===== src/rtl/bg_model_pkg.sv =====
// Shared types and constants for the sigma-delta background model scheduler.
package bg_model_pkg;

    typedef enum logic [1:0] {
        ST_IDLE = 2'd0,
        ST_RD   = 2'd1,
        ST_EXE  = 2'd2,
        ST_WR   = 2'd3
    } state_e;

    localparam int M_MSB = 15;
    localparam int M_LSB = 6;
    localparam int V_MSB = 5;
    localparam int V_LSB = 0;

    localparam int         PIX_PER_FRAME_DFLT = 307200;
    localparam logic [5:0] V_INIT_DFLT        = 6'd1;

    function automatic logic [15:0] pack_mv(
        input logic [9:0] m,
        input logic [5:0] v
    );
        return {m, v};
    endfunction

endpackage


===== src/rtl/bg_addr_gen.sv =====
// Pixel address, frame counter, update-phase counter and deferred
// frame-start handling for the background model scheduler.
module bg_addr_gen
    import bg_model_pkg::*;
#(
    parameter int ADDR_W        = 20,
    parameter int PIX_PER_FRAME = PIX_PER_FRAME_DFLT,
    parameter int INIT_FRAMES   = 4
) (
    input  logic              iCLK,
    input  logic              iRST_N,
    input  logic              frame_start_i,
    input  logic [3:0]        update_div_i,
    input  logic              idle_i,
    input  logic              inc_i,
    output logic [ADDR_W-1:0] addr_o,
    output logic              seeding_o,
    output logic              write_frame_o
);

    localparam int FC_W = $clog2(INIT_FRAMES + 2);
    localparam logic [ADDR_W-1:0] LAST   = ADDR_W'(PIX_PER_FRAME - 1);
    localparam logic [FC_W-1:0]   FC_MAX = FC_W'(INIT_FRAMES);

    logic [ADDR_W-1:0] addr_q, addr_d;
    logic [FC_W-1:0]   fcnt_q, fcnt_d;
    logic [3:0]        phase_q, phase_d;
    logic              pend_q, pend_d;
    logic              apply;

    // A frame start only takes effect between pixels, never mid-transaction.
    always_comb begin
        apply   = idle_i & (pend_q | frame_start_i);
        pend_d  = idle_i ? 1'b0 : (pend_q | frame_start_i);
        addr_d  = addr_q;
        fcnt_d  = fcnt_q;
        phase_d = phase_q;
        if (apply) begin
            addr_d  = '0;
            fcnt_d  = (fcnt_q == FC_MAX) ? fcnt_q : fcnt_q + 1'b1;
            phase_d = (phase_q >= update_div_i) ? 4'd0 : phase_q + 4'd1;
        end else if (inc_i) begin
            addr_d = (addr_q == LAST) ? '0 : addr_q + 1'b1;
        end
    end

    always_ff @(posedge iCLK or negedge iRST_N) begin
        if (!iRST_N) begin
            addr_q  <= '0;
            fcnt_q  <= '0;
            phase_q <= '0;
            pend_q  <= 1'b0;
        end else begin
            addr_q  <= addr_d;
            fcnt_q  <= fcnt_d;
            phase_q <= phase_d;
            pend_q  <= pend_d;
        end
    end

    assign addr_o        = addr_q;
    assign seeding_o     = (fcnt_q < FC_MAX);
    assign write_frame_o = seeding_o | (phase_q == 4'd0);

endmodule


===== src/rtl/bg_model_scheduler.sv =====
// Read-modify-write sequencer between pixel stream, model SRAM and the
// sigma-delta motion datapath.
module bg_model_scheduler
    import bg_model_pkg::*;
#(
    parameter int         ADDR_W        = 20,
    parameter int         PIX_PER_FRAME = PIX_PER_FRAME_DFLT,
    parameter int         INIT_FRAMES   = 4,
    parameter logic [5:0] V_INIT        = V_INIT_DFLT
) (
    input  logic              iCLK,
    input  logic              iRST_N,
    input  logic              iFrameStart,
    input  logic [3:0]        iUpdate_div,
    input  logic              iPix_valid,
    input  logic [9:0]        iPix,
    output logic              oPix_ready,
    output logic [ADDR_W-1:0] oSRAM_ADDR,
    output logic [15:0]       oSRAM_WDATA,
    input  logic [15:0]       iSRAM_RDATA,
    output logic              oSRAM_OE_N,
    output logic              oSRAM_WE_N,
    output logic [9:0]        oI_t,
    output logic [9:0]        oM_t,
    output logic [5:0]        oV_t,
    output logic              oDP_valid,
    input  logic [9:0]        iM_t_o,
    input  logic [5:0]        iV_t_o,
    output logic              oOut_valid,
    output logic              oSeeding
);

    state_e state_q, state_d;

    logic        idle, inc, seeding, write_frame;
    logic        oe_n_q, oe_n_d, we_n_q, we_n_d;
    logic        dpv_q, dpv_d, outv_q, outv_d;
    logic [15:0] wdata_q, wdata_d;
    logic [9:0]  i_q, i_d, m_q, m_d;
    logic [5:0]  v_q, v_d;

    assign idle = (state_q == ST_IDLE);
    assign inc  = ((state_q == ST_EXE) && !write_frame) || (state_q == ST_WR);

    bg_addr_gen #(
        .ADDR_W        (ADDR_W),
        .PIX_PER_FRAME (PIX_PER_FRAME),
        .INIT_FRAMES   (INIT_FRAMES)
    ) u_addr (
        .iCLK          (iCLK),
        .iRST_N        (iRST_N),
        .frame_start_i (iFrameStart),
        .update_div_i  (iUpdate_div),
        .idle_i        (idle),
        .inc_i         (inc),
        .addr_o        (oSRAM_ADDR),
        .seeding_o     (seeding),
        .write_frame_o (write_frame)
    );

    always_ff @(posedge iCLK or negedge iRST_N) begin
        if (!iRST_N) begin
            state_q <= ST_IDLE;
            oe_n_q  <= 1'b1;
            we_n_q  <= 1'b1;
            dpv_q   <= 1'b0;
            outv_q  <= 1'b0;
            wdata_q <= '0;
            i_q     <= '0;
            m_q     <= '0;
            v_q     <= '0;
        end else begin
            state_q <= state_d;
            oe_n_q  <= oe_n_d;
            we_n_q  <= we_n_d;
            dpv_q   <= dpv_d;
            outv_q  <= outv_d;
            wdata_q <= wdata_d;
            i_q     <= i_d;
            m_q     <= m_d;
            v_q     <= v_d;
        end
    end

    always_comb begin
        state_d = state_q;
        unique case (state_q)
            ST_IDLE: if (iPix_valid) state_d = ST_RD;
            ST_RD:   state_d = ST_EXE;
            ST_EXE:  state_d = write_frame ? ST_WR : ST_IDLE;
            ST_WR:   state_d = ST_IDLE;
            default: state_d = ST_IDLE;
        endcase
    end

    // Strobes are decoded from the next state so they are registered with it.
    always_comb begin
        oe_n_d  = (state_d != ST_RD);
        we_n_d  = (state_d != ST_WR);
        dpv_d   = (state_d == ST_EXE);
        outv_d  = (state_q == ST_EXE) && !seeding;
        i_d     = i_q;
        m_d     = m_q;
        v_d     = v_q;
        wdata_d = wdata_q;
        if (idle && iPix_valid) begin
            i_d = iPix;
        end
        if (state_q == ST_RD) begin
            m_d = iSRAM_RDATA[M_MSB:M_LSB];
            v_d = iSRAM_RDATA[V_MSB:V_LSB];
        end
        if (state_q == ST_EXE) begin
            wdata_d = seeding ? pack_mv(i_q, V_INIT) : pack_mv(iM_t_o, iV_t_o);
        end
    end

    assign oPix_ready  = idle;
    assign oSeeding    = seeding;
    assign oSRAM_OE_N  = oe_n_q;
    assign oSRAM_WE_N  = we_n_q;
    assign oSRAM_WDATA = wdata_q;
    assign oI_t        = i_q;
    assign oM_t        = m_q;
    assign oV_t        = v_q;
    assign oDP_valid   = dpv_q;
    assign oOut_valid  = outv_q;

endmodule

===== config.mk =====
export PLATFORM = sky130hd
export DESIGN_NAME = bg_model_scheduler
export DESIGN_NICKNAME = d
export VERILOG_FILES = /design/src/rtl/bg_model_pkg.sv /design/src/rtl/bg_addr_gen.sv /design/src/rtl/bg_model_scheduler.sv
export SDC_FILE = /design/constraint.sdc
export NUM_CORES = 1
export LEC_CHECK = 0
export BUFFER_PORTS_ARGS = -buffer_cell sky130_fd_sc_hd__buf_2
export CAP_MARGIN = 15
export CORE_ASPECT_RATIO = 1.2
export CORE_MARGIN = 5
export CORE_UTILIZATION = 30
export DETAILED_ROUTE_END_ITERATION = 16
export GPL_ROUTABILITY_DRIVEN = 0
export PLACE_DENSITY_LB_ADDON = 0.12
export SLEW_MARGIN = 10
export SYNTH_ARGS = -nofsm -noshare
export SYNTH_HDL_FRONTEND = slang
export SYNTH_SLANG_ARGS = --single-unit

===== constraint.sdc =====
create_clock -name iCLK -period 2.15 [get_ports iCLK]
set_input_delay 0.1075 -clock iCLK [delete_from_list [all_inputs] [get_ports iCLK]]
set_output_delay 0.1075 -clock iCLK [all_outputs]
set_load 0.1 [all_outputs]

# After elaboration in Yosys (flattened, before gate mapping)
# Cells that the tools add are included.
dict set report totals {
  regBits 76
  input_bits 50
  out_inout_bits 68
}
dict set report classes {
  n_addsub 3
  order_cmp 2
  n_eq_ne 8
  mux 9
  n_bitwise 4
  n_reduce_logical 10
}
# operator count
set ops {}
lappend ops {{$mux 20} 3}
lappend ops {{$add 20x1->20 const B} 1}
lappend ops {{$eq 20x19->1 const B} 1}
lappend ops {{$mux 16} 1}
lappend ops {{$pmux 2 s4} 1}
lappend ops {{$eq 2x2->1 const B} 3}
lappend ops {{$add 4x1->4 const B} 1}
lappend ops {{$ge 4x4->1} 1}
lappend ops {{$logic_not 4->1} 1}
lappend ops {{$mux 2} 2}
lappend ops {{$mux 4} 1}
lappend ops {{$add 3x1->3 const B} 1}
lappend ops {{$eq 3x3->1 const B} 1}
lappend ops {{$logic_and 1x1->1} 3}
lappend ops {{$lt 3x3->1 const B} 1}
lappend ops {{$eq 2x1->1 const B} 1}
lappend ops {{$logic_not 1->1} 2}
lappend ops {{$logic_not 2->1} 1}
lappend ops {{$ne 2x1->1 const B} 1}
lappend ops {{$ne 2x2->1 const B} 1}
lappend ops {{$or 1x1->1} 2}
lappend ops {{$reduce_and 2->1} 1}
lappend ops {{$reduce_bool 2->1} 1}
lappend ops {{$and 1x1->1} 1}
lappend ops {{other kinds (3)} 3}

# Depth between registers and ports, before layout
# Gate-level depths: netlist of the first run.
dict set report logic_depth {
  depth_word 7
  ltp_mapped 8
}

# Cells and area by module
# From an unflattened synthesis of the first run, not the netlist that was laid out.
dict set report hier_totals {
  cells_unflattened 300
  area_unflattened_um2 3633.5
}
# module n_inst cells_each area_per_inst_um2
set modules_own_cells {}
lappend modules_own_cells {bg_model_scheduler 1 127 2058.2}
lappend modules_own_cells {bg_addr_gen 1 173 1575.3}

# Worst setup path after synthesis of the first run
# OpenSTA, ideal clock, no wires.
dict set report synth_path {
  kind {reg2reg}
  startpoint {register state_q[1]}
  endpoint {register u_addr.addr_q[2] (netlist: u_addr.addr_o[2])}
  setup_ps 165
  arrival_time_ps 2657
  setup_slack_ps -672
  stages_incl_launch_ff 6
  path_buffers 1
  path_cell_list {dfrtp_1 nor2_1 o21ai_1 clkbuf_1 o211ai_1 o31ai_1}
}
dict set report synth_between {
  word_cells_on_any_way 8
  classes_between {eq/ne (2); mux (1); bitwise (1); reduce/logical (4)}
}
# item line_no
set synth_lines {}
lappend synth_lines {{start, declared} bg_model_scheduler.sv:33} ;# state_e state_q, state_d;
lappend synth_lines {{start signal, assigned} bg_model_scheduler.sv:73} ;# state_q <= state_d;
lappend synth_lines {{$logic_not 2->1 (*)} bg_model_scheduler.sv:42} ;# assign idle = (state_q == ST_IDLE);
lappend synth_lines {{named net oPix_ready} bg_model_scheduler.sv:17} ;# output logic oPix_ready,
lappend synth_lines {{$and 1x1->1 (*)} bg_addr_gen.sv:33} ;# apply = idle_i & (pend_q | frame_start_i);
lappend synth_lines {{$mux 20 / $reduce_bool 2->1 (equally long branches)} n/a}
lappend synth_lines {{end signal, assigned} bg_addr_gen.sv:54} ;# addr_q <= addr_d;
lappend synth_lines {{end, declared} bg_addr_gen.sv:25} ;# logic [ADDR_W-1:0] addr_q, addr_d;
# The timed path passes the listed nets; every way through them passes the cells marked *.
# A chain may end at the register's enable or synchronous reset.

# Worst setup path in the final report of the first run
dict set report layout_path {
  startpoint {register u_addr.phase_q[0]}
  endpoint {register u_addr.addr_q[14] (netlist: u_addr.addr_o[14])}
}
dict set report layout_between {
  elab_chain_cells 6
}
# item line_no
set layout_lines {}
lappend layout_lines {{start, declared} bg_addr_gen.sv:27} ;# logic [3:0] phase_q, phase_d;
lappend layout_lines {{start signal, assigned} bg_addr_gen.sv:56} ;# phase_q <= phase_d;
lappend layout_lines {{$logic_not 4->1} bg_addr_gen.sv:63} ;# assign write_frame_o = seeding_o | (phase_q == 4'd0);
lappend layout_lines {{$or 1x1->1} bg_addr_gen.sv:63}
lappend layout_lines {{$logic_not 1->1} bg_model_scheduler.sv:43} ;# assign inc = ((state_q == ST_EXE) && !write_frame) || (state_q == ST_WR);
lappend layout_lines {{$logic_and 1x1->1} bg_model_scheduler.sv:43}
lappend layout_lines {{$logic_or 1x1->1} bg_model_scheduler.sv:43}
lappend layout_lines {{$reduce_bool 2->1 (no source line)} n/a}
# No other way between the ends.

==> run summary, run 1 <==
Status: complete, no violations
Area of the multi-input gates: 1460 sq um
Die area: 13800 sq um
Met1 GRT Util: 0.163
DRC errors left: 0
Area contributors post-synth: dfrtp_1 (53%), nand2_1 (7.7%), mux2_2 (5.2%), o21ai_0 (4.3%), ha_1 (3.2%)
Yosys top cell area share: 0.533
Ys flop type: dfrtp_1
Max-capacitance violation count: 0
Final nets: 560
Gr ovfl total: 0
Row Count: 43
Final setup fails: 0
Syn Area/Cell: 10.1 sq um
Worst Path Required: 2.36 ns
CP Class: flop to flop
Final hold slack: 0.0181 ns
Total GRT Usage: 0.140
Final antenna-violating net count: 0
Met2 Use GR: 0.238
Worst skew pair latency: 0.33 ns
Period utilization: 0.929
Vias per Instance: 4.65
Core Footprint: 11500 sq um
Port Buf Inserts: 117
Sequential fraction of the synthesis area: 0.548
Clock Sinks: 76
Clk slew on worst S/H paths: 0.07 ns
DR pass1 iterations: 4
Worst-Margin Slew: 1.08 ns
Fillcell total: 1113
Routed length per placed instance: 13.9 microns
H-tree lvl count: 3
Design area: 4970 sq um
CTS tree: built
Startpoint class of the critical path: flop
Vias: 3081
Most Crowded Layer GR: met2
Min cycle time layout: 2.00 ns
CTS root buf: clkbuf_16
Ys Warns: 0
Layout Area Growth over Synthesis: 43.2%
Async SR Flop Fraction: 1.00
Syn nets: 403
Critical Path Fanout Max: 7
Number of synthesized flops with an enable pin: 0
1st-iter DRT viols: 92
Worst Hold Class: primary input to flop
Worst Setup End Kind: flop
Syn Inst Count: 344
Die X: 108 microns
Dpl cell area: 4370 sq um
Largest net degree at the start of global routing: 77
Area leader, netlist: dfrtp_1
Global-route wire length before repair: 15300 microns
Library cells used by synthesis: 43
HPWL Detailed: 6410 microns
Grt met3 use: 0.0469
Slew Viols, Final: 0
Seq. cell area: 1950 sq um
Share of layout cells above drive strength 1: 0.387
Vias in the first global route: 3145
CTS max path bufs: 2
Initial antenna violation count: 0
Crit path arrival time: 2.21 ns
CTS buffer count: 9
Slew headroom: 0.274
IO Pins: 118
Detailed Route WL: 9250 microns
Number of diodes: 0
Fmax: 500 MHz
Synth Register Bits: 76
Fin. Hold Viols: 0
Die Height: 128 microns
Clock skew: 0.00598 ns
Post-Syn Area: 3470 sq um
Initial core utilization: 0.303
## routing by layer
layer | vias up | share of wire | routed length [microns]
met1 | 1483 | 0.41 | 3830
met3 | 10 | 0.071 | 655
li1 | 1505 | - | -
met5 | - | 0 | 0
met4 | 0 | 0.017 | 155
met2 | 83 | 0.50 | 4600
## cell usage in the layout (no fill, tap or decap), types with 8 or more instances in the layout
master / instances
a21oi_1: 16
buf_2: 116
buf_4: 18
clkbuf_16: 9
dfrtp_1: 57
dfrtp_2: 9
dfrtp_4: 8
dlygate4sd3_1: 25
ha_1: 8
inv_1: 19
mux2_2: 16
mux2i_1: 11
nand2_1: 71
nand3_1: 9
nor2_1: 12
o21ai_0: 29
or3_1: 10
## registers in the layout, summed over array words and instances, names as in the netlist
name / flops
oI_t: 10
oSRAM_WDATA: 16
oM_t: 10
oV_t: 6
u_addr.phase_q: 4
u_addr.pend_q: 1
oDP_valid: 1
state_q: 2
oSRAM_OE_N: 1
oSRAM_WE_N: 1
u_addr.addr_o: 20
u_addr.fcnt_q: 3
oOut_valid: 1
## area by class of cell
type                       count  share of cell area
inverter                      20              0.0151
tap                          157              0.0395
timing repair buffer         160               0.198
multi-input combinational    234               0.294
sequential                    76               0.391
clock inverter                 5              0.0123
clock buffer                  11              0.0488
## cell families after synthesis
logic type / Yosys count / synth area share
compound gates: 68 / 0.115
xor+xnor: 1 / 0.00252
fa+ha+maj: 9 / 0.0324
buf+inv: 34 / 0.0375
flops: 76 / 0.548
mux: 27 / 0.0836
simple gates: 129 / 0.181
## critical path: stages, from the launching register on
cell and delay, ns:
dfrtp_1 0.38, inv_2 0.07, ha_2 0.16, or4b_4 0.45, o211ai_1 0.22, buf_4 0.20
a41oi_2 0.08, a21oi_1 0.22, o21ai_1 0.08
## cells in the mapped netlist (2+ instances only)
| cell | n |
|---|---|
| a21oi_1 | 16 |
| nor4_1 | 2 |
| dfrtp_1 | 74 |
| mux2i_1 | 11 |
| o21ai_1 | 3 |
| or3_1 | 11 |
| o211ai_1 | 4 |
| ha_1 | 9 |
| and2_1 | 2 |
| inv_1 | 20 |
| dfstp_2 | 2 |
| nand2_1 | 71 |
| or4b_1 | 2 |
| mux2_2 | 16 |
| nor2_1 | 13 |
| nand4_1 | 3 |
| o32ai_1 | 4 |
| buf_2 | 2 |
| nand2b_1 | 3 |
| o31ai_1 | 3 |
| o21ai_0 | 30 |
| clkbuf_1 | 11 |
| nor3_1 | 4 |
| nand3_1 | 9 |
## what timing repair did
| item | 4_1_cts | 5_1_grt |
|---|---|---|
| endpoints found under the hold margin | 98 | 0 |
| pin swaps | 0 | 1 |
| setup endpoints to repair | 6 | 8 |
| hold buffers | 25 | 0 |
| cloned | 0 | 0 |
| buffers inserted | 0 | 4 |
| resized for setup | 1 | 5 |
## metrics by stage
step           setup WS (ns)  utilization  TNS [ns]  std cells
2_1_floorplan        0.00412            -         0        344
3_3_place_gp          0.0277        0.381         0        618
3_5_place_dp         -0.0442        0.381   -0.0622        618
4_1_cts               0.0556        0.430         0        659
5_1_grt             -0.00512        0.434  -0.00859        663
6_report               0.152        0.434         0        663
## worst paths after layout
path | startpoint | end | slack (ns) | cells after the start
setup / recovery | u_addr.phase_q[0] | u_addr.addr_o[14] | 0.15 | 8
hold / removal | iV_t_o[3] | oSRAM_WDATA[3] | 0.02 | 3
setup reg to reg | u_addr.phase_q[0] | u_addr.addr_o[14] | 0.15 | 8
hold reg to reg | oSRAM_WDATA[9] | oSRAM_WDATA[9] | 0.48 | 2
max in group asynchronous | iRST_N | u_addr.addr_o[2] | 1.41 | 3
min in group asynchronous | iRST_N | u_addr.addr_o[5] | 0.31 | 3
Power of run 1 is not shown: default switching activity piles up to over one toggle a cycle in this logic, so the estimate is an artifact.
==> run 2, diff against run 1 <==
TNS_END_PERCENT = 50   (was default)
clock period = 2 ns   (was 2.15 ns; I/O delays follow)
==> run 2 against run 1 <==
The run now ends with negative setup slack left; first-iteration DRC count increased by 5.4%; count of clock-buffer cells in the layout unchanged; cell count increased by 0.75%; die area unchanged; worst hold slack got worse by 0.0071 ns; global-route usage increased by 0.18 points; via count about the same; register-to-register slack got worse by 0.17 ns; flip-flop and latch count unchanged; highest routed layer unchanged.
==> run summary, run 2 (synthesized netlist as in run 1, its figures left out) <==
Layout Area Growth over Synthesis: 48.0% (was 43.2%)
Routed length per placed instance: 14.4 microns (was 13.9 microns)
Worst skew pair latency: 0.33 ns (about the same)
Global-route wire length before repair: 15500 microns (was 15300 microns)
Largest net degree at the start of global routing: 39 (was 77)
Final antenna-violating net count: 0 (unchanged)
Clock skew: 0.00636 ns (was 0.00598 ns)
HPWL Detailed: 6840 microns (was 6410 microns)
Max reg flops: 20 (unchanged)
Worst Hold Class: primary input to flop (unchanged)
Worst Setup End Kind: flop (unchanged)
Gr ovfl total: 0 (unchanged)
Total GRT Usage: 0.141 (was 0.140)
Initial antenna violation count: 0 (unchanged)
Min cycle time layout: 2.02 ns (was 2.00 ns)
Vias: 3082 (was 3081)
CTS buffer count: 9 (unchanged)
Startpoint class of the critical path: flop (unchanged)
H-tree lvl count: 3 (unchanged)
Worst Path Required: 2.21 ns (was 2.36 ns)
Slew Viols, Final: 0 (unchanged)
CP Class: flop to flop (unchanged)
Core Footprint: 11500 sq um (unchanged)
CTS max path bufs: 2 (unchanged)
Fin Setup TNS: -0.0766 ns (was 0 ns)
IO Pins: 118 (unchanged)
Clk slew on worst S/H paths: 0.06 ns (was 0.07 ns)
1st-iter DRT viols: 97 (was 92)
Worst-Margin Slew: 0.526 ns (was 1.08 ns)
Clock Sinks: 76 (unchanged)
Fmax: 495 MHz (was 500 MHz)
Max-capacitance violation count: 0 (unchanged)
Die area: 13800 sq um (unchanged)
Initial core utilization: 0.303 (unchanged)
Commonest non-fill, non-tap cell in the layout: buf_2 (unchanged)
Detailed Route WL: 9640 microns (was 9250 microns)
Final nets: 565 (was 560)
Status: finished, violations left (was complete, no violations)
CTS root buf: clkbuf_16 (unchanged)
Vias in the first global route: 3231 (was 3145)
Fin. Hold Viols: 0 (unchanged)
CTS tree: built (unchanged)
Critical Path Fanout Max: 5 (was 7)
Commonest non-fill, non-tap cells in the layout: buf_2 (116), nand2_1 (69), dfrtp_1 (54) (was buf_2 (116), nand2_1 (71), dfrtp_1 (57))
Die Height: 128 microns (unchanged)
Slew headroom: 0.647 (was 0.274)
Vias per Instance: 4.61 (was 4.65)
DRC errors left: 0 (unchanged)
Final hold slack: 0.0109 ns (was 0.0181 ns)
Violated checks: negative setup slack
DR pass1 iterations: 4 (unchanged)
Number of diodes: 0 (unchanged)
RSZ-0062 raised after global routing: yes
Row Count: 43 (unchanged)
Fillcell total: 1120 (was 1113)
Final setup fails: 5 (was 0)
Period utilization: 1.01 (was 0.929)
Share of layout cells above drive strength 1: 0.427 (was 0.387)
Die X: 108 microns (unchanged)
Crit path arrival time: 2.23 ns (was 2.21 ns)
Area of the multi-input gates: 1560 sq um (was 1460 sq um)
Seq. cell area: 1960 sq um (was 1950 sq um)
Final WS setup: -0.0220 ns (was 0.152 ns)
Port Buf Inserts: 117 (unchanged)
run 2: cell count changes in the layout (fill, tap and decap cells not counted), moves of 4 or more:
cell           before  now
o21ai_0            29   23
dlygate4sd3_1      25   21
buf_4              18   24
o21ai_1             4   10
run 2: layout make-up:
class / instances / share of cell area
Multi-Input combinational cell: 234 / 0.303
Inverter: 20 / 0.0146
Sequential cell: 76 / 0.381
Tap cell: 157 / 0.0382
Clock buffer: 11 / 0.0472
Timing Repair Buffer: 165 / 0.199
Clock inverter: 5 / 0.0166
run 2: what timing repair did:
action | 4_1_cts | 5_1_grt
endpoints found under the setup margin | 6 | 19
gates cloned | 0 | 1
pin swaps | 0 | 15
buffers inserted | 0 | 3
hold buffers | 21 | 0
endpoints found under the hold margin | 56 | 0
resized for setup | 2 | 25
run 2: critical path, cell delays in order, from the launching register on:
cell	delay (ns)
dfrtp_1	0.39
inv_2	0.09
ha_4	0.13
or4b_4	0.45
o211ai_1	0.24
a41o_1	0.26
buf_6	0.14
buf_6	0.11
o32ai_2	0.07
run 2: path summary, 6_finish.rpt:
check	to	cells past startpoint	start	slack, ns
max	u_addr.addr_o[3]	8	u_addr.phase_q[1]	-0.02
min	oM_t[6]	2	iSRAM_RDATA[12]	0.01
max reg2reg	u_addr.addr_o[3]	8	u_addr.phase_q[1]	-0.02
min in group asynchronous	u_addr.addr_o[4]	2	iRST_N	0.30
max in group asynchronous	oSRAM_WE_N	3	iRST_N	1.10
min reg2reg	oSRAM_WDATA[2]	2	oSRAM_WDATA[2]	0.47
run 2: stage by stage:
step,util,instances,worst slack (ns),area [sq um]
after floorplan,-,344,-0.0266,3550
after global placement,0.390,627,0.0366,4470
after detailed placement,0.390,627,-0.00344,4470
after CTS,0.437,664,-0.00267,5010
after global routing,0.448,668,-0.119,5140
final,0.448,668,-0.0220,5140
run 2: metal layers:
metal / vias up / routed length, microns / global-route usage
li1: 1517 / - / -
met1: 1462 / 4090 / 0.172
met2: 84 / 4760 / 0.237
met3: 19 / 586 / 0.0338
met4: 0 / 208 / 0.0624
met5: - / 0 / 0
Power of run 2 is left out for the same reason.
==> run 3, diff against run 2 <==
BUFFER_PORTS_ARGS = -buffer_cell sky130_fd_sc_hd__clkbuf_2   (was -buffer_cell sky130_fd_sc_hd__buf_2)
CORE_MARGIN = 4   (was 5)
clock period = 2.5 ns   (was 2 ns; I/O delays follow)
==> run 3 against run 2 <==
Via count decreased by 3.7%; maximum frequency decreased by 7.4%; cell count decreased by 4.0%; register-to-register slack improved by 0.34 ns; core utilization decreased by 2.7 points; worst hold slack improved by 0.0085 ns; highest routed layer unchanged; the flow now finishes without violations.
==> run summary, run 3 (synthesized netlist as in run 1, its figures left out) <==
Dpl cell area: 4290 sq um (was 4470 sq um)
Global-route wire length before repair: 15000 microns (was 15500 microns)
Initial core utilization: 0.310 (was 0.303)
Port Buf Inserts: 117 (unchanged)
Final antenna-violating net count: 0 (unchanged)
Number of diodes: 0 (unchanged)
Final setup fails: 0 (was 5)
Worst Setup End Kind: flop (unchanged)
Fin. Hold Viols: 0 (unchanged)
Max-capacitance violation count: 0 (unchanged)
1st-iter DRT viols: 74 (was 97)
Share of layout cells above drive strength 1: 0.353 (was 0.427)
CTS tree: built (unchanged)
Gr ovfl total: 0 (unchanged)
Vias in the first global route: 3041 (was 3231)
Commonest non-fill, non-tap cells in the layout: clkbuf_2 (116), dfrtp_1 (72), nand2_1 (71) (was buf_2 (116), nand2_1 (69), dfrtp_1 (54))
H-tree lvl count: 3 (unchanged)
Final nets: 541 (was 565)
Period utilization: 0.873 (was 1.01)
Slew Viols, Final: 0 (unchanged)
Status: complete, no violations (was finished, violations left)
Max reg flops: 20 (unchanged)
CTS max path bufs: 2 (unchanged)
R2R Path Start: u_addr.phase_q[0] (was u_addr.phase_q[1])
Detailed Route WL: 8990 microns (was 9640 microns)
Routed length per placed instance: 14.0 microns (was 14.4 microns)
Largest net degree at the start of global routing: 54 (was 39)
Clock skew: 0.00555 ns (was 0.00636 ns)
Row Count: 42 (was 43)
Vias per Instance: 4.63 (was 4.61)
Commonest non-fill, non-tap cell in the layout: clkbuf_2 (was buf_2)
Core Footprint: 11200 sq um (was 11500 sq um)
Die X: 106 microns (was 108 microns)
Min cycle time layout: 2.18 ns (was 2.02 ns)
Layout Area Growth over Synthesis: 35.7% (was 48.0%)
Total GRT Usage: 0.139 (was 0.141)
Fmax: 458 MHz (was 495 MHz)
HPWL Detailed: 6590 microns (was 6840 microns)
CTS root buf: clkbuf_16 (unchanged)
IO Pins: 118 (unchanged)
Design area: 4710 sq um (was 5140 sq um)
Startpoint class of the critical path: flop (unchanged)
Clk slew on worst S/H paths: 0.07 ns (was 0.06 ns)
Worst-Margin Slew: 0.691 ns (was 0.526 ns)
Critical Path Fanout Max: 9 (was 5)
RSZ-0062 raised after global routing: no (was yes)
Dpl cells: 613 (was 627)
Post-Layout Cell Count: 641 (was 668)
CTS buffer count: 9 (unchanged)
Die area: 13400 sq um (was 13800 sq um)
Initial antenna violation count: 0 (unchanged)
Slew headroom: 0.533 (was 0.647)
Clock Sinks: 76 (unchanged)
Hold Startpoint: iSRAM_RDATA[7] (was iSRAM_RDATA[12])
Worst skew pair latency: 0.33 ns (about the same)
Crit path arrival time: 2.44 ns (was 2.23 ns)
DR pass1 iterations: 4 (unchanged)
DRC errors left: 0 (unchanged)
CP Class: flop to flop (unchanged)
Worst Hold Class: primary input to flop (unchanged)
Die Height: 126 microns (was 128 microns)
Worst Path Required: 2.76 ns (was 2.21 ns)
CP startpoint: u_addr.phase_q[0] (was u_addr.phase_q[1])
Vias: 2969 (was 3082)
Post_cts resized: 0 (was 2)
Setup bufs post-CTS: 0 (unchanged)
run 3: changes by cell type in the layout (fill, tap and decap cells not counted), sizes merged:
cell / previous run / this run
buf: 144 / 14
inv: 20 / 21
clkbuf: 11 / 125
bufinv: 2 / 1
clkinv: 2 / 3
clkinvlp: 1 / 2
dlygate4sd3: 21 / 11
run 3: per-layer routing:
layer,vias to the layer above,share of wire,global-route usage
li1,1468,-,-
met1,1404,0.43,0.176
met2,84,0.49,0.225
met3,13,0.061,0.0368
met4,0,0.017,0.0572
met5,-,0,0
run 3: worst max-delay path, cell delays in order, from the launching register on:
cell,delay (ns)
dfrtp_1,0.38
inv_1,0.08
ha_1,0.20
or4b_1,0.17
o211ai_1,0.15
buf_4,0.21
or3_1,0.43
or3_1,0.34
a21oi_1,0.14
run 3: per-stage QoR:
step | setup WS (ns) | hold WS [ns] | TNS (ns) | util
3_5_place_dp | 0.333 | 0.229 | 0 | 0.384
2_1_floorplan | -0.00935 | -0.171 | -0.00935 | -
4_1_cts | 0.315 | 0.0102 | 0 | 0.420
6_report | 0.317 | 0.0195 | 0 | 0.421
3_3_place_gp | 0.405 | 0.226 | 0 | 0.384
5_1_grt | 0.118 | 0.0176 | 0 | 0.421
run 3: final cells by class:
cell class                 instances  area, sq um
clock buffer                       9          225
clock inverter                     7         76.3
fill                            1136         6480
inverter                          20         75.1
multi-input combinational        234         1440
sequential                        76         1910
tap                              154          193
timing repair buffer             141          796
run 3: worst paths after layout:
kind | slack [ns] | depth (start not counted) | endpoint
min in group asynchronous | 0.37 | 2 | u_addr.addr_o[5]
max in group asynchronous | 1.45 | 3 | oSRAM_WDATA[10]
setup reg to reg | 0.32 | 8 | u_addr.addr_o[8]
hold reg to reg | 0.48 | 2 | oSRAM_WDATA[14]
setup / recovery | 0.32 | 8 | u_addr.addr_o[8]
hold / removal | 0.02 | 2 | oM_t[1]
run 3: repair_timing:
action                                  4_1_cts  5_1_grt
endpoints found under the hold margin        59        0
endpoints found under the setup margin        0        0
hold buffers                                 11        0
Power of run 3 is left out for the same reason.
